`src/rtl/uart_pkg.sv`:
```
// ---------------------------------------------------------------------------
// uart_pkg
// Shared declarations for the UART transmit read side.
//   uart_tx_state_t : transmitter FSM states (ST_PARITY exists only when
//                     UART_TX_PARITY_EN is defined)
//   UART_IDLE       : line level while no frame is being sent
//   calc_parity     : XOR-reduction of a data word, optionally inverted
// Optional feature macro: UART_TX_PARITY_EN
// ---------------------------------------------------------------------------
package uart_pkg;

    localparam logic        UART_IDLE     = 1'b1;
    // Widest data word calc_parity accepts; narrower words are zero-extended,
    // which leaves the XOR-reduction unchanged.
    localparam int unsigned UART_MAX_BITS = 32;

    typedef enum logic [2:0] {
        ST_IDLE,
        ST_POP,
        ST_LOAD,
        ST_START,
        ST_DATA,
`ifdef UART_TX_PARITY_EN
        ST_PARITY,
`endif
        ST_STOP
    } uart_tx_state_t;

    function automatic logic calc_parity(input logic [UART_MAX_BITS-1:0] data,
                                         input logic                     odd);
        return (^data) ^ odd;
    endfunction

endpackage

```
`src/rtl/uart_baud_gen.sv`:
```
// ---------------------------------------------------------------------------
// uart_baud_gen
// Bit-period counter for the UART transmitter. Counts 0..CLKS_PER_BIT-1 and
// wraps; bit_end marks the final cycle of each bit period.
// Ports:
//   clk     : system clock, rising edge
//   rst_n   : asynchronous active-low reset, clears the counter
//   clear   : synchronous clear, holds the counter at 0
//   bit_end : high during the last cycle of a bit period
// ---------------------------------------------------------------------------
module uart_baud_gen #(
    parameter int unsigned CLKS_PER_BIT = 16
) (
    input  logic clk,
    input  logic rst_n,
    input  logic clear,
    output logic bit_end
);

    localparam int unsigned   CW   = (CLKS_PER_BIT > 1) ? $clog2(CLKS_PER_BIT) : 1;
    localparam logic [CW-1:0] LAST = CW'(CLKS_PER_BIT - 1);

    logic [CW-1:0] cnt_q;
    logic [CW-1:0] cnt_d;

    always_comb begin
        cnt_d = cnt_q;
        if (clear || (cnt_q == LAST)) begin
            cnt_d = '0;
        end else begin
            cnt_d = cnt_q + CW'(1);
        end
    end

    always_ff @(posedge clk or negedge rst_n) begin
        if (!rst_n) begin
            cnt_q <= '0;
        end else begin
            cnt_q <= cnt_d;
        end
    end

    assign bit_end = (cnt_q == LAST) && !clear;

endmodule

```
`src/rtl/uart_tx_fifo_reader.sv`:
```
// ---------------------------------------------------------------------------
// uart_tx_fifo_reader
// Read side of the UART transmit path: pops bytes from the transmit FIFO and
// sends each as start bit, DATA_BITS data bits LSB-first, optional parity,
// one stop bit.
// Ports:
//   clk        : system clock, rising edge
//   rst_n      : asynchronous active-low reset (aborts any frame in flight)
//   tx_en      : transmit enable, sampled in IDLE and at the end of STOP
//   fifo_empty : FIFO empty flag
//   fifo_data  : FIFO registered read data, valid the cycle after fifo_rd_en
//   fifo_rd_en : one-cycle pop request
//   tx         : registered serial line, idles high
//   busy       : high in every state except IDLE
//   tx_done    : one-cycle pulse on the final cycle of each stop bit
// Optional feature macro: UART_TX_PARITY_EN (adds a parity bit before STOP;
// PARITY_ODD selects odd parity when set).
// ---------------------------------------------------------------------------
module uart_tx_fifo_reader
    import uart_pkg::*;
#(
    parameter int unsigned DATA_BITS    = 8,
    parameter int unsigned CLKS_PER_BIT = 16,
    parameter int unsigned PARITY_ODD   = 0
) (
    input  logic                 clk,
    input  logic                 rst_n,
    input  logic                 tx_en,
    input  logic                 fifo_empty,
    input  logic [DATA_BITS-1:0] fifo_data,
    output logic                 fifo_rd_en,
    output logic                 tx,
    output logic                 busy,
    output logic                 tx_done
);

    localparam int unsigned   IW       = (DATA_BITS > 1) ? $clog2(DATA_BITS) : 1;
    localparam logic [IW-1:0] LAST_BIT = IW'(DATA_BITS - 1);

    uart_tx_state_t       state_q, state_d;
    logic [DATA_BITS-1:0] shift_q, shift_d;
    logic [IW-1:0]        idx_q,   idx_d;
    logic                 tx_q,    tx_d;
`ifdef UART_TX_PARITY_EN
    logic                 parity_q, parity_d;
`endif

    logic bit_end;
    logic baud_clear;

    // Counter is held at 0 outside the bit states so START always begins a
    // full bit period.
    assign baud_clear = (state_q == ST_IDLE) || (state_q == ST_POP) || (state_q == ST_LOAD);

    uart_baud_gen #(
        .CLKS_PER_BIT(CLKS_PER_BIT)
    ) u_baud (
        .clk    (clk),
        .rst_n  (rst_n),
        .clear  (baud_clear),
        .bit_end(bit_end)
    );

    always_comb begin
        state_d  = state_q;
        shift_d  = shift_q;
        idx_d    = idx_q;
`ifdef UART_TX_PARITY_EN
        parity_d = parity_q;
`endif
        unique case (state_q)
            ST_IDLE: begin
                if (tx_en && !fifo_empty) state_d = ST_POP;
            end
            ST_POP: begin
                state_d = ST_LOAD;
            end
            ST_LOAD: begin
                shift_d  = fifo_data;
                idx_d    = '0;
`ifdef UART_TX_PARITY_EN
                // Parity is taken from the captured byte, before any shifting.
                parity_d = calc_parity(UART_MAX_BITS'(fifo_data), (PARITY_ODD != 0));
`endif
                state_d  = ST_START;
            end
            ST_START: begin
                if (bit_end) state_d = ST_DATA;
            end
            ST_DATA: begin
                if (bit_end) begin
                    shift_d = shift_q >> 1;
                    if (idx_q == LAST_BIT) begin
`ifdef UART_TX_PARITY_EN
                        state_d = ST_PARITY;
`else
                        state_d = ST_STOP;
`endif
                    end else begin
                        idx_d = idx_q + IW'(1);
                    end
                end
            end
`ifdef UART_TX_PARITY_EN
            ST_PARITY: begin
                if (bit_end) state_d = ST_STOP;
            end
`endif
            ST_STOP: begin
                if (bit_end) state_d = (tx_en && !fifo_empty) ? ST_POP : ST_IDLE;
            end
            default: begin
                state_d = ST_IDLE;
            end
        endcase
    end

    // Line level is derived from the state being entered so tx is updated on
    // the same edge that changes state.
    always_comb begin
        tx_d = UART_IDLE;
        unique case (state_d)
            ST_START:  tx_d = 1'b0;
            ST_DATA:   tx_d = shift_d[0];
`ifdef UART_TX_PARITY_EN
            ST_PARITY: tx_d = parity_d;
`endif
            default:   tx_d = UART_IDLE;
        endcase
    end

    always_ff @(posedge clk or negedge rst_n) begin
        if (!rst_n) begin
            state_q  <= ST_IDLE;
            shift_q  <= '0;
            idx_q    <= '0;
            tx_q     <= UART_IDLE;
`ifdef UART_TX_PARITY_EN
            parity_q <= 1'b0;
`endif
        end else begin
            state_q  <= state_d;
            shift_q  <= shift_d;
            idx_q    <= idx_d;
            tx_q     <= tx_d;
`ifdef UART_TX_PARITY_EN
            parity_q <= parity_d;
`endif
        end
    end

    assign tx         = tx_q;
    assign fifo_rd_en = (state_q == ST_POP);
    assign busy       = (state_q != ST_IDLE);
    assign tx_done    = (state_q == ST_STOP) && bit_end;

endmodule

```
`config.mk`:
```
export PLATFORM = sky130hd
export DESIGN_NAME = uart_tx_fifo_reader
export DESIGN_NICKNAME = d
export VERILOG_FILES = /design/src/rtl/uart_pkg.sv /design/src/rtl/uart_baud_gen.sv /design/src/rtl/uart_tx_fifo_reader.sv
export SDC_FILE = /design/constraint.sdc
export NUM_CORES = 1
export LEC_CHECK = 0
export ABC_AREA = 1
export CORE_ASPECT_RATIO = 0.7
export CORE_MARGIN = 2
export CORE_UTILIZATION = 45
export CTS_CLUSTER_SIZE = 28
export DETAILED_ROUTE_END_ITERATION = 6
export PLACE_DENSITY = 0.77
export REMOVE_ABC_BUFFERS = 1
export SKIP_LAST_GASP = 1
export SYNTH_ARGS = -nofsm -noshare
export SYNTH_HDL_FRONTEND = slang
export SYNTH_HIERARCHICAL = 1
export SYNTH_SLANG_ARGS = --single-unit
```
`constraint.sdc`:
```
create_clock -name clk -period 2.42 [get_ports clk]
set_input_delay 0.605 -clock clk [delete_from_list [all_inputs] [get_ports clk]]
set_output_delay 0.605 -clock clk [all_outputs]
set_load 0.05 [all_outputs]
```
==> flow_summary.yaml, run 1 <==
finish:
  nNetsFinal: 154
  areaGrowthSynthToFinish_pct: 24.4
  diodes: 0
  drive_gt1_frac: 0.181
clock_network:
  htreeDepth: 1
  clkSinkCount: 19
  cts_buffers: 3
  clockBufferDepth: 2
  insertion_delay_ns: 0.30
  cts_root_buf: "clkbuf_4"
  clk_pin_slew_worst_paths_ns: 0.10
  cts_tree: "built"
  cts_hold_buffers: 0
placement:
  hpwl_um: 1460
  port_buffers: 15
  place_ws_ns: 0.421
  place.gp.congestion: 0.760
timing:
  rsz0062_at_grt: "no"
  worst_slack_ns: 0.148
  finClkSkew_ns: 0.00652
  hold_viol: 0
  slew-limit-headroom: 0.669
  slew_viol_final: 0
  timing.fmax_mhz: 440
  setup_viol: 0
  period_needed_ns: 2.27
  fin_crit_sh: 0.939
  worst_pin_slew_ns: 0.494
  setup_tns_ns: 0
die:
  fp.dieH_um: 43.3
  fp.dieArea_um2: 2600
  core_area_um2: 2120
  rows: 14
  start_util: 0.468
  pin_count: 16
  die_w_um: 60.1
worst_setup_path:
  cp_data_required_time_ns: 1.81
  crit_path_end: "tx_done"
  crit_path_end_kind: "output pin"
  r2r-start: "u_baud/cnt_q[0]"
  cp-start-kind: "flip-flop"
  cp_max_fo: 4
  reg2reg_slack_ns: 0.67
  rr_endpoint: "idx_q[0]"
  path_class: "reg2out"
  cp.arrival_ns: 1.67
  startpoint: "u_baud/cnt_q[0]"
  r2r_cells: 9
routing:
  antenna_left: 0
  wl_per_cell_um: 11.4
  num_vias: 861
  first_pass_iters: 4
  wl_um: 1930
  route.detailed.drc: 0
  viasPerCell: 5.06
  drtIter0Drc: 42
synth:
  syn_inst: 117
  ys_types: 22
  synth_area_um2: 991
  syn-mean-instance-area_um2: 8.47
  synthFlopType: "dfrtp_1"
  async_flop_share: 1.00
  yosys_warnings: 6
  synth-edff-count: 0
  ys_ff_latch: 19
  yosysSeqAreaShare: 0.481
worst_hold_path:
  hp-start: "u_baud/cnt_q[0]"
  min_path_type: "reg2reg"
global_route:
  overflow: 0
  antenna_found_initial: 0
  grt_pass1_vias: 816
  gr-usage-all-layers: 0.172
  grt_start_max_net_pins: 20
  grt_pass1_wl_um: 3350
power_and_ir_drop:
  power.density_nw_per_um2: 1000
  leakage_nw: 0.596
  peakVddDrop_mv: 0.578
run:
  cap_violations: 0
status:
  status: "finished, final reports clean"
## synthesized netlist by cell type, types with 2 or more instances
library cell / number / area share
o21ai_1: 4 / 0.020
o221ai_1: 6 / 0.053
inv_1: 17 / 0.064
inv_2: 3 / 0.011
dfrtp_1: 18 / 0.45
or2_2: 2 / 0.013
nand2_1: 22 / 0.083
nand4_1: 7 / 0.044
ha_1: 3 / 0.038
nor3_1: 2 / 0.010
nand2_2: 3 / 0.019
nor2_2: 2 / 0.013
a21oi_1: 2 / 0.010
nor2_1: 12 / 0.045
nand3_1: 7 / 0.035
## cells by family after synthesis
group	synth area share
flip-flops	0.481
buffers and inverters	0.0922
AO/OA/AOI/OAI	0.109
AND/OR/NAND/NOR	0.280
adder cells (fa/ha/maj)	0.0379
## power by group
| group | switching (mW) | leakage (nW) | total, mW | internal [mW] |
|---|---|---|---|---|
| clock | 0.0996 | 0.0177 | 0.161 | 0.0617 |
| combinational | 0.338 | 0.344 | 0.560 | 0.222 |
| sequential | 0.0676 | 0.234 | 0.512 | 0.445 |
| total | 0.505 | 0.596 | 1.23 | 0.728 |
## layout make-up
type	instances	area [um2]
inverter	20	75.1
fill	209	887
tap	32	40.0
timing repair buffer	19	185
multi-input combinational	76	428
clock inverter	1	5.00
clock buffer	3	22.5
sequential	19	477
## stage by stage
stage / utilization / instances / hold WS (ns) / total power [mW] / cell area [um2]
final: 0.581 / 170 / 0.486 / 1.23 / 1230
after global routing: 0.581 / 170 / 0.505 / 1.34 / 1230
after CTS: 0.576 / 169 / 0.490 / 1.23 / 1220
after detailed placement: 0.563 / 165 / 0.475 / 1.06 / 1190
after global placement: 0.563 / 165 / 0.462 / 1.04 / 1190
after floorplan: - / 115 / 0.309 / 0.911 / 975
## per-layer routing
layer  routed length [um]  global-route usage
met4                   25              0.0533
met3                   98              0.0457
met2                  883               0.257
met5                    0                   0
met1                  925               0.241
## critical path: stages, from the launching register on
cell     delay [ns]
dfrtp_1        0.40
ha_1           0.20
nand2_2        0.10
nor3_2         0.16
nand2_1        0.12
inv_1          0.09
nand2_1        0.07
inv_1          0.10
buf_12         0.14
## flip-flops by register name, summed over array words and instances (netlist names)
register      count
idx_q             3
shift_q           8
state_q           3
tx                1
u_baud/cnt_q      4
## layout by cell type (no fill, tap or decap), drive strengths merged
master	instances
clkinv	1
o21bai	1
buf	7
nor3	2
dfstp	1
nor3b	1
nand3	8
ha	3
inv	20
clkbuf	3
or2	2
a21oi	2
o21ai	4
nand4	7
nor2	14
nand2	25
o22ai	1
o221ai	6
clkdlybuf4s50	12
dfrtp	18
## worst min path at each step
stage                           end  slack, ns  cells past startpoint
floorplan                  idx_q[0]       0.31                      0
global placement    u_baud/cnt_q[0]       0.46                      1
detailed placement  u_baud/cnt_q[0]       0.48                      1
CTS                 u_baud/cnt_q[0]       0.49                      1
global route        u_baud/cnt_q[0]       0.50                      1
finish              u_baud/cnt_q[0]       0.49                      1
## repair_timing
| action | in CTS | in global routing |
|---|---|---|
| resized for setup | 0 | 1 |
| endpoints found under the setup margin | 0 | 1 |
| endpoints found under the hold margin | 0 | 0 |
| buffers inserted | 0 | 1 |
No activity file was read; power rests on OpenSTA's default activity.
==> run 2, diff against run 1 <==
--- a/config.mk
+++ b/config.mk
@@ -13,6 +13,7 @@
 export DETAILED_ROUTE_END_ITERATION = 6
 export PLACE_DENSITY = 0.77
 export REMOVE_ABC_BUFFERS = 1
+export SETUP_SLACK_MARGIN = 0.05
 export SKIP_LAST_GASP = 1
 export SYNTH_ARGS = -nofsm -noshare
 export SYNTH_HDL_FRONTEND = slang
==> run 2 against run 1 <==
  * Sequential share of layout area down 0.31 points
  * First-iteration DRC count down 4.8%
  * Critical endpoint unchanged
  * Worst setup slack better by 0.0099 ns
  * Combinational power about the same
  * Clock skew about the same
  * Total power up 0.31%
  * Largest power group unchanged
  * Routed wire length up 1.2%
  * Clock power about the same
  * Core utilization up 0.47 points
  * Fmax up 0.44%
==> flow_summary.yaml, run 2 (synthesis results as in run 1) <==
status:
  status: "finished, final reports clean"
timing:
  slew_viol_final: 0
  fin_crit_sh: 0.935
  finClkSkew_ns: 0.00668
  setup_viol: 0
  worst_pin_slew_ns: 0.494
  setup_tns_ns: 0
  slew-limit-headroom: 0.670
  timing.fmax_mhz: 442
  rsz0062_at_grt: "no"
  hold_viol: 0
  period_needed_ns: 2.26
worst_setup_path:
  cp_cell_sequence: "ha_2 -> nand2_2 -> nor3_2 -> nand2_1 -> inv_1 -> nand2_1 -> inv_1 -> buf_12"
  crit_path_max_incr_delay_ns: 0.40
  path_class: "reg2out"
  cp.arrival_ns: 1.66
  cp_num_buf_inv: 3
  cp_max_fo: 4
  crit_path_end_kind: "output pin"
  cp_data_required_time_ns: 1.81
  cpLargestDelayFamily: "simple AND/OR/NAND/NOR gates"
  cp-start-kind: "flip-flop"
  cpMaxStageDelayCell: "dfrtp_1"
routing:
  viasPerCell: 5.08
  wl_per_cell_um: 11.4
  num_vias: 869
  wl_um: 1960
  route.detailed.drc: 0
  drtIter0Drc: 40
  antenna_left: 0
  first_pass_iters: 4
finish:
  drive_gt1_frac: 0.194
  multi_input_area_um2: 430
  nNetsFinal: 155
  fillCellCount: 207
  top_register: "shift_q"
  largestRegisters: "shift_q x8, u_baud/cnt_q x4"
  areaGrowthSynthToFinish_pct: 25.4
  ff_latch_area_um2: 477
  largest_reg_flops: 8
  layout_common_cells: "22 x nand2_1, 18 x dfrtp_1, 17 x inv_1"
  layout_commonest_cell: "nand2_1"
  diodes: 0
die:
  die_w_um: 60.1
  fp.dieH_um: 43.3
  start_util: 0.468
  fp.dieArea_um2: 2600
  pin_count: 16
  core_area_um2: 2120
  rows: 14
clock_network:
  cts_root_buf: "clkbuf_4"
  clk_pin_slew_worst_paths_ns: 0.10
  cts_tree: "built"
  clockBufferDepth: 2
  cts_buffers: 3
  insertion_delay_ns: 0.30
  htreeDepth: 1
  cts_hold_buffers: 0
  clkSinkCount: 19
global_route:
  grt_pass1_wl_um: 3350
  antenna_found_initial: 0
  grt.met3_usage: 0.0457
  overflow: 0
  grt_use_met1: 0.241
  gr-usage-all-layers: 0.172
  busiest_layer: "met2"
  met2_usage: 0.257
  grt_pass1_vias: 816
  grt_start_max_net_pins: 20
power_and_ir_drop:
  power.density_nw_per_um2: 996
  finalPower_mw: 1.24
  peakVddDrop_mv: 0.571
  leakage_nw: 0.598
run:
  cap_violations: 0
placement:
  port_buffers: 15
  hpwl_um: 1460
  place.gp.congestion: 0.760
worst_hold_path:
  min_path_type: "reg2reg"
[run 2: changes by cell type in the layout (fill, tap and decap cells not counted), sizes merged]
cell  change
buf       +1
[run 2: final cells by class]
type                            instances  area share
Clock buffer                            3      0.0181
Clock inverter                          1     0.00403
Sequential cell                        19       0.384
Tap cell                               32      0.0322
Timing Repair Buffer                   20       0.155
Multi-Input combinational cell         76       0.346
Inverter                               20      0.0604
[run 2: worst paths after layout]
path	slack, ns	start	to	depth (start not counted)
worst max-delay path	0.16	u_baud/cnt_q[0]	tx_done	8
worst min-delay path	0.49	u_baud/cnt_q[0]	u_baud/cnt_q[0]	1
worst max register to register	0.67	u_baud/cnt_q[0]	idx_q[0]	9
worst min register to register	0.49	u_baud/cnt_q[0]	u_baud/cnt_q[0]	1
max in group asynchronous	1.54	rst_n	tx	2
min in group asynchronous	0.61	rst_n	shift_q[2]	2
[run 2: worst reg2reg max path, cell delays in order, from the launching register on]
cell	delay (ns)
dfrtp_1	0.40
ha_2	0.20
nand2_2	0.09
nor3_2	0.15
buf_4	0.16
nand3_2	0.19
nand2_2	0.21
nand2_2	0.11
nand2_1	0.07
o21ai_1	0.06
[run 2: layer usage]
metal / wire, um / vias to the layer above
met1: 929 / 416
met5: 0 / -
li1: - / 430
met2: 897 / 18
met4: 25 / 0
met3: 102 / 5
[run 2: power breakdown]
group          switching [mW]  internal, mW  leakage, nW
logic                   0.338         0.224        0.347
registers              0.0683         0.445        0.234
clock network          0.0996        0.0617       0.0177
total                   0.506         0.731        0.598
[run 2: what timing repair did]
action                     4_1_cts  5_1_grt
setup endpoints to repair        0        1
buffers inserted                 0        2
resized for setup                0        2
[run 2: metrics by stage]
| step | std cells | instance area (um2) | hold slack, ns | util | setup slack [ns] |
|---|---|---|---|---|---|
| final | 171 | 1240 | 0.492 | 0.586 | 0.158 |
| after global routing | 171 | 1240 | 0.509 | 0.586 | 0.0302 |
| after CTS | 169 | 1220 | 0.490 | 0.576 | 0.0672 |
| after detailed placement | 165 | 1190 | 0.475 | 0.563 | 0.421 |
| after global placement | 165 | 1190 | 0.462 | 0.563 | 0.474 |
| after floorplan | 115 | 975 | 0.309 | - | 0.123 |
